[src/rtl/fetch_queue_pkg.sv]
// Shared fetch front-end types and constants.
package fetch_queue_pkg;

  localparam int unsigned FQ_PC_W  = 9;
  localparam int unsigned FQ_INS_W = 32;
  localparam int unsigned FQ_DEPTH = 4;
  localparam int unsigned PC_STEP  = 4;

  // One queued fetch result: the address it came from and the returned word.
  typedef struct packed {
    logic [FQ_PC_W-1:0]  pc;
    logic [FQ_INS_W-1:0] instr;
  } fq_entry_t;

endpackage

[src/rtl/fetch_fifo.sv]
// Prefetch queue storage: circular buffer with head/tail/count and a
// flush that empties it in one cycle. Flush beats push and pop.
module fetch_fifo #(
  parameter int unsigned W     = 41,
  parameter int unsigned DEPTH = 4
) (
  input  logic                           clk,
  input  logic                           reset,
  input  logic                           flush,
  input  logic                           push,
  input  logic [W-1:0]                   push_data,
  input  logic                           pop,
  output logic [W-1:0]                   head_data,
  output logic [$clog2(DEPTH+1)-1:0]     count
);

  localparam int unsigned PTR_W = $clog2(DEPTH);
  localparam int unsigned CNT_W = $clog2(DEPTH+1);

  logic [W-1:0]     mem [DEPTH];
  logic [PTR_W-1:0] head, head_n, tail, tail_n;
  logic [CNT_W-1:0] count_n;
  logic             pop_ok;

  assign pop_ok    = pop && (count != '0);
  assign head_data = mem[head];

  // Next pointer/count values.
  always_comb begin
    head_n  = head;
    tail_n  = tail;
    count_n = count;
    if (flush) begin
      head_n  = '0;
      tail_n  = '0;
      count_n = '0;
    end else begin
      if (push)   tail_n = tail + PTR_W'(1);
      if (pop_ok) head_n = head + PTR_W'(1);
      if (push && !pop_ok)      count_n = count + CNT_W'(1);
      else if (!push && pop_ok) count_n = count - CNT_W'(1);
    end
  end

  // Pointer and count registers.
  always_ff @(posedge clk) begin
    if (reset) begin
      head  <= '0;
      tail  <= '0;
      count <= '0;
    end else begin
      head  <= head_n;
      tail  <= tail_n;
      count <= count_n;
    end
  end

  // Entry storage; data itself needs no reset.
  always_ff @(posedge clk) begin
    if (!reset && !flush && push) mem[tail] <= push_data;
  end

  // The issue throttle upstream must never let a push land on a full queue.
  a_no_overflow: assert property (@(posedge clk) disable iff (reset)
    !(push && !flush && !pop_ok && count == CNT_W'(DEPTH)))
    else $error("fetch_fifo: push into full queue");

endmodule

[src/rtl/fetch_queue.sv]
// Instruction fetch front end: owns the fetch PC, issues one-cycle-latency
// imem reads, buffers results and presents {pc, instr} to IF/ID in order.
// Optional macro FETCH_BYPASS_EN forwards returning data straight to the
// outputs when the queue is empty.
module fetch_queue
  import fetch_queue_pkg::*;
#(
  parameter int unsigned     PC_W     = FQ_PC_W,
  parameter int unsigned     INS_W    = FQ_INS_W,
  parameter int unsigned     DEPTH    = FQ_DEPTH,
  parameter logic [PC_W-1:0] RESET_PC = '0
) (
  input  logic             clk,
  input  logic             reset,
  output logic             imem_req,
  output logic [PC_W-1:0]  imem_addr,
  input  logic [INS_W-1:0] imem_rdata,
  input  logic             redirect,
  input  logic [PC_W-1:0]  redirect_pc,
  input  logic             stall,
  output logic             if_valid,
  output logic [PC_W-1:0]  if_pc,
  output logic [INS_W-1:0] if_instr
);

  localparam int unsigned CNT_W = $clog2(DEPTH+1);
  localparam int unsigned OCC_W = CNT_W + 1;
  localparam int unsigned ENT_W = PC_W + INS_W;

  logic [PC_W-1:0]  fpc, fpc_n;
  logic [PC_W-1:0]  inflight_pc, inflight_pc_n;
  logic             inflight, inflight_n;
  logic [CNT_W-1:0] q_count;
  logic [ENT_W-1:0] head_data;
  logic             q_nonempty;
  logic             issue_c;
  logic             bypass_c;
  logic             push_c;
  logic             pop_c;

  assign q_nonempty = (q_count != '0);

  // Issue only while queued plus in-flight entries leave a free slot.
  assign issue_c = !reset && !redirect &&
                   ((OCC_W'(q_count) + OCC_W'(inflight)) < OCC_W'(DEPTH));

`ifdef FETCH_BYPASS_EN
  assign bypass_c = !q_nonempty && inflight && !redirect;
`else
  assign bypass_c = 1'b0;
`endif

  // A bypassed word consumed this cycle is not written into the queue.
  assign push_c = inflight && !redirect && !(bypass_c && !stall);
  assign pop_c  = q_nonempty && !stall && !redirect;

  assign imem_req  = issue_c;
  assign imem_addr = fpc;

  fetch_fifo #(
    .W     (ENT_W),
    .DEPTH (DEPTH)
  ) u_fifo (
    .clk       (clk),
    .reset     (reset),
    .flush     (redirect),
    .push      (push_c),
    .push_data ({inflight_pc, imem_rdata}),
    .pop       (pop_c),
    .head_data (head_data),
    .count     (q_count)
  );

  // IF/ID view: queue head, else bypassed return data, else zeros.
  always_comb begin
    if_valid = q_nonempty || bypass_c;
    if_pc    = '0;
    if_instr = '0;
    if (q_nonempty)    {if_pc, if_instr} = head_data;
    else if (bypass_c) {if_pc, if_instr} = {inflight_pc, imem_rdata};
  end

  // Next fetch PC and in-flight tracking; redirect restarts word-aligned.
  always_comb begin
    fpc_n         = fpc;
    inflight_n    = 1'b0;
    inflight_pc_n = inflight_pc;
    if (redirect) begin
      fpc_n = {redirect_pc[PC_W-1:2], 2'b00};
    end else if (issue_c) begin
      fpc_n         = fpc + PC_W'(PC_STEP);
      inflight_n    = 1'b1;
      inflight_pc_n = fpc;
    end
  end

  // Fetch PC and in-flight registers.
  always_ff @(posedge clk) begin
    if (reset) begin
      fpc         <= RESET_PC;
      inflight    <= 1'b0;
      inflight_pc <= '0;
    end else begin
      fpc         <= fpc_n;
      inflight    <= inflight_n;
      inflight_pc <= inflight_pc_n;
    end
  end

endmodule

[config.mk]
export PLATFORM = sky130hd
export DESIGN_NAME = fetch_queue
export DESIGN_NICKNAME = d
export VERILOG_FILES = /design/src/rtl/fetch_queue_pkg.sv /design/src/rtl/fetch_fifo.sv /design/src/rtl/fetch_queue.sv
export SDC_FILE = /design/constraint.sdc
export NUM_CORES = 1
export LEC_CHECK = 0
export BUFFER_PORTS_ARGS = -buffer_cell sky130_fd_sc_hd__buf_2
export CORE_UTILIZATION = 35
export DETAILED_ROUTE_END_ITERATION = 6
export PLACE_DENSITY_LB_ADDON = 0.2
export SETUP_SLACK_MARGIN = 0.3
export SLEW_MARGIN = 20
export SYNTH_ARGS = -nofsm -noshare
export SYNTH_HDL_FRONTEND = slang
export SYNTH_SLANG_ARGS = --single-unit
[constraint.sdc]
create_clock -name clk -period 3 [get_ports clk]
set_input_delay 0.3 -clock clk [delete_from_list [all_inputs] [get_ports clk]]
set_output_delay 0.3 -clock clk [all_outputs]
set_load 0.01 [all_outputs]
# After elaboration in Yosys (flattened, before gate mapping)
# Memory sizes are Yosys's and may differ from the RTL's. A register that Yosys moved wholly into a read port is not among the register bits.
# Cells that the tools add are included.
# op_classes
n_addsub	6
n_lt_le_gt_ge	1
n_mux	11
bitwise	1
n_reduce_logical	19
# ops
cell	n
32-bit two-way mux	1
9-bit two-way mux	3
9-bit by 3-bit adder with 9-bit output, second input constant	1
1-bit logical AND	9
3-bit two-way mux	2
1-bit zero test	5
2-bit by 1-bit adder with 2-bit output, second input constant	2
3-bit by 1-bit adder with 4-bit output	1
4-bit by 3-bit less-than comparator with 1-bit output, second input constant	1
2-bit two-way mux	2
2-bit nonzero test	2
3-bit by 1-bit adder with 3-bit output, second input constant	1
1-bit two-way mux	3
3-bit nonzero test	1
3-bit by 1-bit subtractor with 3-bit output, second input constant	1
2-bit AND reduction	1
2-bit OR reduction	1
1-bit inverter	1
# word_totals
reg_bits	26
ram_bits	164
elab_cells	46
n_memories	1
# memory_table
name	words	word_bits	rd	rd_ports_with_merged_regs	wr	line_no	text
u_fifo.mem	4	41	1	1	1	fetch_fifo.sv:20	logic [W-1:0] mem [DEPTH];

# Depth between registers and ports, before layout
# Gate-level depths: netlist of run 1.
# logic_depth
depth_word	7
depth_mapped	8
mapped_depth_nobuf	8

# Modules after synthesis
# Synthesis of run 1 repeated with hierarchy kept, for this count alone.
# hier_totals
hier_cells	398
area_unflattened_um2	7438.4
# by_module_without_submodules
mod	n_inst	cells_each	area_per_inst_um2	seq_area_each_um2
fetch_fifo	1	259	6402.4	5104.9
fetch_queue	1	139	1036.0	300.3

# Worst setup path before layout of run 1
# No wires, ideal clock.
# synth_path
kind	register to register
start	register u_fifo.count[0]
end	register u_fifo.count[2]
setup_time_ps	70
arrival_time_ps	2126
t_required_ps	2930
path_slack_ps	804
stages_incl_launch_ff	9
path_buffers	0
cell_sequence	dfxtp_1 -> nor3_1 -> or3_1 -> ha_1 -> inv_1 -> fa_1 -> xor2_1 -> or3_1 -> a21oi_1
# synth_via
elab_chain_cells	7
# synth_lines
item	line_no	text
from (decl)	fetch_fifo.sv:14	output logic [$clog2(DEPTH+1)-1:0] count
from (signal assigned)	fetch_fifo.sv:54	count <= count_n;
branches (longest 7 deep; another with 3-bit by 1-bit subtractor with 3-bit output)	n/a	
# Parallel ways; which one is timed is not known. The select of a mux whose other input is x is not followed.
# A chain may end at the register's enable or synchronous reset.

==> results of run 1 <==
power by group:
group / switching, mW / total [mW] / internal, mW
clock: 0.938 / 2.18 / 1.24
sequential: 0.0232 / 2.76 / 2.74
combinational: 0.133 / 0.231 / 0.0980
logic make-up (layout without fill, tap and decap cells):
group | count (synthesis) | in the layout | share of synthesized area (%)
flops | 180 | 180 | 72.86
simple gates | 84 | 84 | 6.883
compound gates | 41 | 41 | 3.653
mux | 41 | 41 | 12.67
buf+inv | 32 | 137 | 2.171
fa+ha+maj | 7 | 7 | 1.341
xor+xnor | 3 | 3 | 0.3707
other cells | 1 | 5 | 0.05290
worst max-delay path, delay by kind of cell, from the launching register on:
kind	cells	cell delay, ns
flops	1	0.57
mux	1	0.54
buf+inv	2	0.45
simple gates	1	0.15
final cells by class:
cell class / count / area (sq um)
antenna: 1 / 2.502
clock inverter: 14 / 153.9
inverter: 7 / 26.28
fill: 1786 / 11230
clock buffer: 18 / 429.2
timing repair buffer: 98 / 523.0
tap: 265 / 331.6
multi-input combinational: 180 / 1792
sequential: 180 / 5170
metrics by stage:
step / instance area (sq um) / instances / utilization [%] / setup WS [ns]
3_3_place_gp: 7843 / 730 / 39.90 / 0.9354
2_1_floorplan: 7101 / 392 / - / 0.8036
3_5_place_dp: 7843 / 730 / 39.90 / 0.9329
4_1_cts: 8426 / 762 / 42.87 / 0.4757
6_report: 8428 / 763 / 42.88 / 0.5590
5_1_grt: 8428 / 763 / 42.88 / 0.3881
how the worst max path moves through the flow:
| stage | from | endpoint | slack [ns] | depth (start not counted) |
|---|---|---|---|---|
| 5_1_grt | register | if_pc[4] | 0.39 | 4 |
| 3_5_place_dp | register | if_instr[15] | 0.93 | 4 |
| 3_3_place_gp | register | if_pc[4] | 0.94 | 4 |
| 4_1_cts | register | if_instr[5] | 0.48 | 4 |
| 2_1_floorplan | u_fifo.count[0] | u_fifo.count[2] | 0.80 | 8 |
| 6_report | register | if_instr[15] | 0.56 | 4 |
registers in the layout (all words and copies together), names as in the netlist, named ones only:
register and cells:
inflight_pc 7, inflight 1, u_fifo.mem 156, u_fifo.tail 2
u_fifo.head 2, imem_addr 7, u_fifo.count 3
synthesized netlist by cell type, types with 2 or more instances:
master and count:
mux4_2 39, xor2_1 2, nor2_1 7, mux2i_1 2
a21boi_0 2, o21ai_1 7, and3_1 5, nor2b_1 40
nor3_1 2, a31oi_1 4, inv_1 7, buf_2 6
a221oi_1 2, buf_4 5, or3_1 4, o41ai_1 3
o21ai_0 2, o211ai_1 3, edfxtp_1 156, or4_1 5
dfxtp_1 24, ha_1 6, a21oi_1 13, nand2_1 6
clkbuf_1 12, nand3_1 11
routing by layer:
layer  global-route usage, %  part of all wire [%]  vias to the layer above
met5                       0                     0                        -
met4                   5.596                   1.1                        0
met3                   3.841                   5.3                       13
met2                   22.70                    49                       96
met1                   17.17                    44                     1862
li1                        -                     -                     1724
placed cells by master, fill, tap and decap left out, drive strengths merged, types with 2 or more instances in the layout:
| cell | instances |
|---|---|
| nand3 | 11 |
| o41ai | 3 |
| inv | 11 |
| a221oi | 2 |
| mux4 | 39 |
| nor3 | 2 |
| bufinv | 2 |
| xor2 | 2 |
| clkinv | 7 |
| dfxtp | 24 |
| nor2b | 40 |
| o211ai | 3 |
| conb | 4 |
| nand2 | 6 |
| or3 | 5 |
| ha | 6 |
| edfxtp | 156 |
| a31oi | 4 |
| or4 | 5 |
| mux2i | 2 |
| clkbuf | 18 |
| buf | 98 |
| nor2 | 7 |
| a21boi | 2 |
| a21oi | 13 |
| and3 | 5 |
| o21ai | 9 |
==> flow_summary.yaml, run 1 <==
status:
  status: "finished clean"
global_route:
  grt_pass1_vias: 3889
  grt_pass1_wl_microns: 20640
  grt_overflow_total: 0
  antenna_found_initial: 1
  grt_max_degree: 45
  gr-usage-all-layers_pct: 13.81
logic_synthesis:
  yosys.area.top_type_share_pct: 66.08
  ys_ff_latch: 180
  synth_area_leaders: "edfxtp_1, mux4_2, dfxtp_1"
  ys.flop_type: "edfxtp_1"
  yosys.area.top_type: "edfxtp_1"
  synth_edf_count: 156
  synth-async-reset-ratio_pct: 0
  ys_types: 40
  yosysSeqAreaShare_pct: 72.86
  avgSynthCellArea_sq_um: 18.22
  ys_warn_count: 0
  syn_inst: 389
  synth.cell_area_sq_um: 7089
cts:
  clock_latency_ns: 0.42
  clock_sinks: 180
  ctsResizeCount: 0
  postCtsSetupRepairBufs: 0
  cts_tree: "yes"
  cts_max_path_buffers: 2
  cts-root-buf: "clkbuf_16"
  cts_hold_buf: 0
  cts_made_buffers: 17
  clk_pin_slew_ns: 0.07
  htreeDepth: 4
worst_setup_path:
  reg2reg_depth: 8
  critical_path_required_ns: 2.70
  crit_path_end_kind: "output pin"
  max_stage_delay_ns: 0.57
  reg2reg_to: "u_fifo.count[2]"
  crit_path_cell_trace: "buf_12, mux4_2, nor2b_1, buf_2"
  arrival_ns: 2.14
  cp_max_fo: 24
  start_kind: "register"
  path_class: "reg2out"
  cp_slowest_cell: "dfxtp_4"
  r2r-start: "u_fifo.count[2]"
  r2r_slack_ns: 1.01
die:
  dieWidth_microns: 144.3
  initial_core_util_pct: 36.07
  core-area_sq_um: 19650
  die-area_sq_um: 20830
  ios: 97
  die_h_microns: 144.3
  rows: 51
power_and_ir_drop:
  powerDensity_nw_per_um2: 613.3
  leakagePower_nw: 2.865
  finalPower_mw: 5.169
  peakVddDrop_uv: 371.0
layout:
  area_delta_synth_final_pct: 18.88
  finalNetCount: 536
  final_layout_size_suffix_gt1_share_pct: 35.41
timing:
  finalSetupTns_ns: 0
  fmax_mhz: 409.7
  finClkSkew_ns: 0.008956
  max_slew_margin_pct: 42.13
  hold_viol: 0
  grt_setup_unrepaired: "false"
  drv_slew: 0
  period_minus_slack_ns: 2.441
  tightest_slew_ns: 0.8614
  min_period_over_period_pct: 81.37
  setup_viol: 0
  holdWs_ns: 0.09143
routing:
  route.detailed.drc: 0
  dr.pass1.iters: 4
  drt_wl_total_microns: 13460
  viasPerCell: 4.843
  wl_per_cell_microns: 17.64
  dr_total_vias: 3695
  drt_iter0_markers: 118
  ant_nets: 0
hold_path:
  min_to: "u_fifo.mem[3][31]"
  min_from: "imem_rdata[31]"
  min_path_cells: 1
  min_path_type: "in2reg"
placed_design:
  gp_congestion: 0.7337
  dp_hpwl_microns: 7738
  io_buffer_count: 90
job:
  drv_cap: 0
Note: power is estimated with default switching activity, not from simulation.
==> run 2: changes to the inputs <==
Clock period 3 ns to 2.4 ns, I/O delays scaled along.
==> flow_summary.yaml, run 2 (same netlist as run 1, synthesis figures left out) <==
layout:
  layout_commonest_cell: "edfxtp_1"
  design_area_sq_um: 8594
  regMostFlops: "u_fifo.mem"
  area_delta_synth_final_pct: 21.23
  final_cell_mix: "edfxtp_1, buf_2, nor2b_1, mux4_2, dfxtp_1"
  largest_reg_flops: 156
  finalNetCount: 543
  final_layout_size_suffix_gt1_share_pct: 37.50
cts:
  clock_sinks: 180
  clk_pin_slew_ns: 0.06
  cts-root-buf: "clkbuf_16"
  cts_hold_buf: 0
  htreeDepth: 4
  cts_made_buffers: 17
  cts_tree: "yes"
  clock_latency_ns: 0.43
  cts_max_path_buffers: 2
hold_path:
  min_path_type: "in2reg"
  min_path_cells: 1
global_route:
  grt_pass1_wl_microns: 20870
  grt_pass1_vias: 3877
  gr-usage-all-layers_pct: 13.93
  antenna_found_initial: 2
  grt_max_degree: 45
  grt_overflow_total: 0
die:
  die_h_microns: 144.3
  dieWidth_microns: 144.3
  initial_core_util_pct: 36.07
  core-area_sq_um: 19650
  rows: 51
  ios: 97
  die-area_sq_um: 20830
worst_setup_path:
  start_kind: "register"
  critical_path_required_ns: 2.16
  arrival_ns: 1.88
  reg2reg_depth: 7
  path_class: "reg2out"
  crit_path_end_kind: "output pin"
  cp_max_fo: 17
routing:
  dr.pass1.iters: 4
  drt_iter0_markers: 126
  dr_total_vias: 3768
  route.detailed.drc: 0
  ant_nets: 0
  viasPerCell: 4.894
  drt_wl_total_microns: 13890
  wl_per_cell_microns: 18.03
timing:
  finalSetupTns_ns: 0
  min_period_over_period_pct: 88.31
  fmax_mhz: 471.8
  drv_slew: 0
  setup_viol: 0
  grt_setup_unrepaired: "true"
  finClkSkew_ns: 0.005071
  holdWs_ns: 0.02542
  period_minus_slack_ns: 2.119
  hold_viol: 0
placed_design:
  gp_congestion: 0.7189
  io_buffer_count: 90
  placed_area_sq_um: 7954
  dp_hpwl_microns: 8217
status:
  status: "finished clean"
power_and_ir_drop:
  leakagePower_nw: 2.916
  powerDensity_nw_per_um2: 752.2
  peakVddDrop_uv: 451.4
job:
  drv_cap: 0
-- run 2: cell count changes in the layout (fill, tap and decap cells not counted), sizes merged --
cell	delta
clkbuf	+1
clkinv	-3
buf	+7
clkinvlp	+2
-- run 2: per-layer routing --
| metal | GRT usage (%) | vias to the layer above | share of wire, % |
|---|---|---|---|
| li1 | - | 1744 | - |
| met1 | 17.31 | 1921 | 44 |
| met2 | 23.00 | 86 | 50 |
| met3 | 4.139 | 15 | 4.8 |
| met4 | 5.042 | 2 | 1.4 |
| met5 | 0 | - | 0.12 |
-- run 2: metrics by stage --
step | utilization (%) | setup WS (ns) | instances | total power [mW]
finish | 43.73 | 0.2805 | 770 | 6.464
global route | 43.72 | 0.2018 | 769 | 6.678
CTS | 43.57 | 0.2465 | 767 | 6.536
detailed placement | 40.47 | 0.3800 | 734 | 3.821
global placement | 40.47 | 0.4711 | 734 | 3.809
floorplan | - | 0.3709 | 392 | 3.678
-- run 2: path summary, 6_finish.rpt --
kind	to	slack (ns)	from
max	if_instr[23]	0.28	register
min	u_fifo.mem[2][9]	0.03	imem_rdata[9]
max reg2reg	u_fifo.count[2]	0.36	inflight
min reg2reg	register	0.49	u_fifo.head[1]
-- run 2: final cells by class --
class,instances,area (sq um)
well taps,265,331.6
clock inverters,13,148.9
multi-input cells,180,1808
clock buffers,19,432.9
fillers,1802,11060
diodes,1,2.502
inverters,7,26.28
repair buffers,105,666.9
flip-flops and latches,180,5177
-- run 2: power breakdown --
part	switching (mW)	total [mW]	internal, mW
clock network	1.16	2.71	1.55
logic	0.173	0.306	0.133
registers	0.0269	3.45	3.42
total	1.36	6.46	5.10
-- run 2: critical path, stage by stage (launching register included) --
cell,delay (ns)
dfxtp_4,0.41
buf_12,0.21
mux4_2,0.52
nor2b_1,0.15
buf_2,0.16
-- run 2: timing repair --
action | 4_1_cts | 5_1_grt
cloned | 0 | 0
pin swaps | 0 | 4
setup buffers | 1 | 2
setup endpoints to repair | 37 | 38
resized for setup | 3 | 6
==> run 3: changes to the inputs <==
Clock period 2.4 ns to 1.9 ns, I/O delays scaled along.
==> flow_summary.yaml, run 3 (same netlist as run 1, synthesis figures left out) <==
timing:
  min_period_over_period_pct: 105.9
  grt_setup_unrepaired: "true"
  fmax_mhz: 496.8
  drv_slew: 0
  finalSetupTns_ns: -2.491
  finClkSkew_ns: 0.01219
  setup_viol: 40
  hold_viol: 0
  period_minus_slack_ns: 2.013
  layout_setup_ws_ns: -0.1128
global_route:
  antenna_found_initial: 0
  grt_pass1_wl_microns: 21930
  grt_max_degree: 40
  grt_overflow_total: 0
  gr-usage-all-layers_pct: 14.61
  grt_pass1_vias: 4117
placed_design:
  gp_congestion: 0.7503
  dp_hpwl_microns: 8028
  pre_cts_ws_ns: -0.02065
  io_buffer_count: 90
worst_setup_path:
  path_class: "reg2out"
  cp_slowest_cell: "mux4_2"
  arrival_ns: 1.82
  critical_path_required_ns: 1.71
  cp_max_fo: 10
  crit_path_end_kind: "output pin"
  path_buf_inv: 2
  max_stage_delay_ns: 0.51
  crit_path_cell_trace: "buf_12, mux4_2, nor2b_2, buf_2"
  start_kind: "register"
  path_delay_family: "multiplexers"
die:
  die-area_sq_um: 20830
  die_h_microns: 144.3
  dieWidth_microns: 144.3
  ios: 97
  rows: 51
  initial_core_util_pct: 36.07
  core-area_sq_um: 19650
layout:
  regMostFlops: "u_fifo.mem"
  final_layout_size_suffix_gt1_share_pct: 39.42
  final_cell_mix: "edfxtp_1, buf_2, mux4_2, nor2b_1, dlygate4sd3_1"
  finalNetCount: 592
  layout_commonest_cell: "edfxtp_1"
  final_core_util_pct: 46.80
  largest_reg_flops: 156
  area_delta_synth_final_pct: 29.76
  n_antenna_cell: 0
routing:
  wl_per_cell_microns: 17.70
  drt_iter0_markers: 136
  viasPerCell: 4.811
  ant_nets: 0
  route.detailed.drc: 0
  dr.pass1.iters: 4
  drt_wl_total_microns: 14480
  dr_total_vias: 3935
cts:
  clk_pin_slew_ns: 0.06
  clock_sinks: 180
  cts_tree: "yes"
  htreeDepth: 4
  cts_max_path_buffers: 2
  cts-root-buf: "clkbuf_16"
  cts_made_buffers: 17
  clock_latency_ns: 0.42
power_and_ir_drop:
  finalPower_mw: 8.149
  peakVddDrop_uv: 627.8
  powerDensity_nw_per_um2: 885.9
  leakagePower_nw: 3.193
status:
  failed_checks: "setup timing"
  status: "complete, but fails checks"
hold_path:
  min_path_type: "in2reg"
job:
  drv_cap: 0
-- run 3: final cells by class --
class	instances	area, sq um
Clock buffer	19	432.9
Clock inverter	13	116.4
Fill cell	1765	10460
Inverter	7	26.28
Multi-Input combinational cell	180	1894
Sequential cell	180	5184
Tap cell	265	331.6
Timing Repair Buffer	154	1214
-- run 3: path summary, 6_finish.rpt --
check | start | to | slack, ns | cells past startpoint
setup / recovery | register | if_pc[7] | -0.11 | 4
hold / removal | redirect_pc[2] | imem_addr[2] | 0.04 | 3
setup reg to reg | u_fifo.count[2] | u_fifo.count[2] | -0.04 | 8
hold reg to reg | u_fifo.head[1] | register | 0.50 | 2
-- run 3: worst reg2reg max path, stage by stage (launching register included) --
cell and delay (ns):
dfxtp_2 0.34, nor3_4 0.18, or3_1 0.13, ha_2 0.19, inv_2 0.04, fa_2 0.33, xor2_1 0.16, or3_1 0.35
a21oi_2 0.15
-- run 3: where the power goes --
part           internal [mW]  switching [mW]
Combinational          0.266           0.260
Sequential              4.32          0.0315
Clock                   1.90            1.37
-- run 3: routing by layer --
layer / vias up / global-route usage, % / share of wire, %
met1: 2005 / 17.24 / 44
met2: 77 / 25.56 / 51
met3: 14 / 3.609 / 3.2
met4: 0 / 5.596 / 1.4
met5: - / 0 / 0
li1: 1839 / - / -
-- run 3: timing repair --
action / 4_1_cts / 5_1_grt
hold endpoints to repair: 128 / 0
setup endpoints to repair: 49 / 51
pin swaps: 14 / 5
hold buffers: 32 / 0
gates resized for setup: 25 / 13
cloned: 1 / 0
buffers inserted: 12 / 1
-- run 3: metrics by stage --
step	hold WS (ns)	area [sq um]	instances
after global placement	0.4006	8025	740
after floorplan	0.2889	7137	392
after detailed placement	0.4064	8025	740
after CTS	0.01199	9111	817
final	0.03648	9199	818
after global routing	0.01822	9199	818
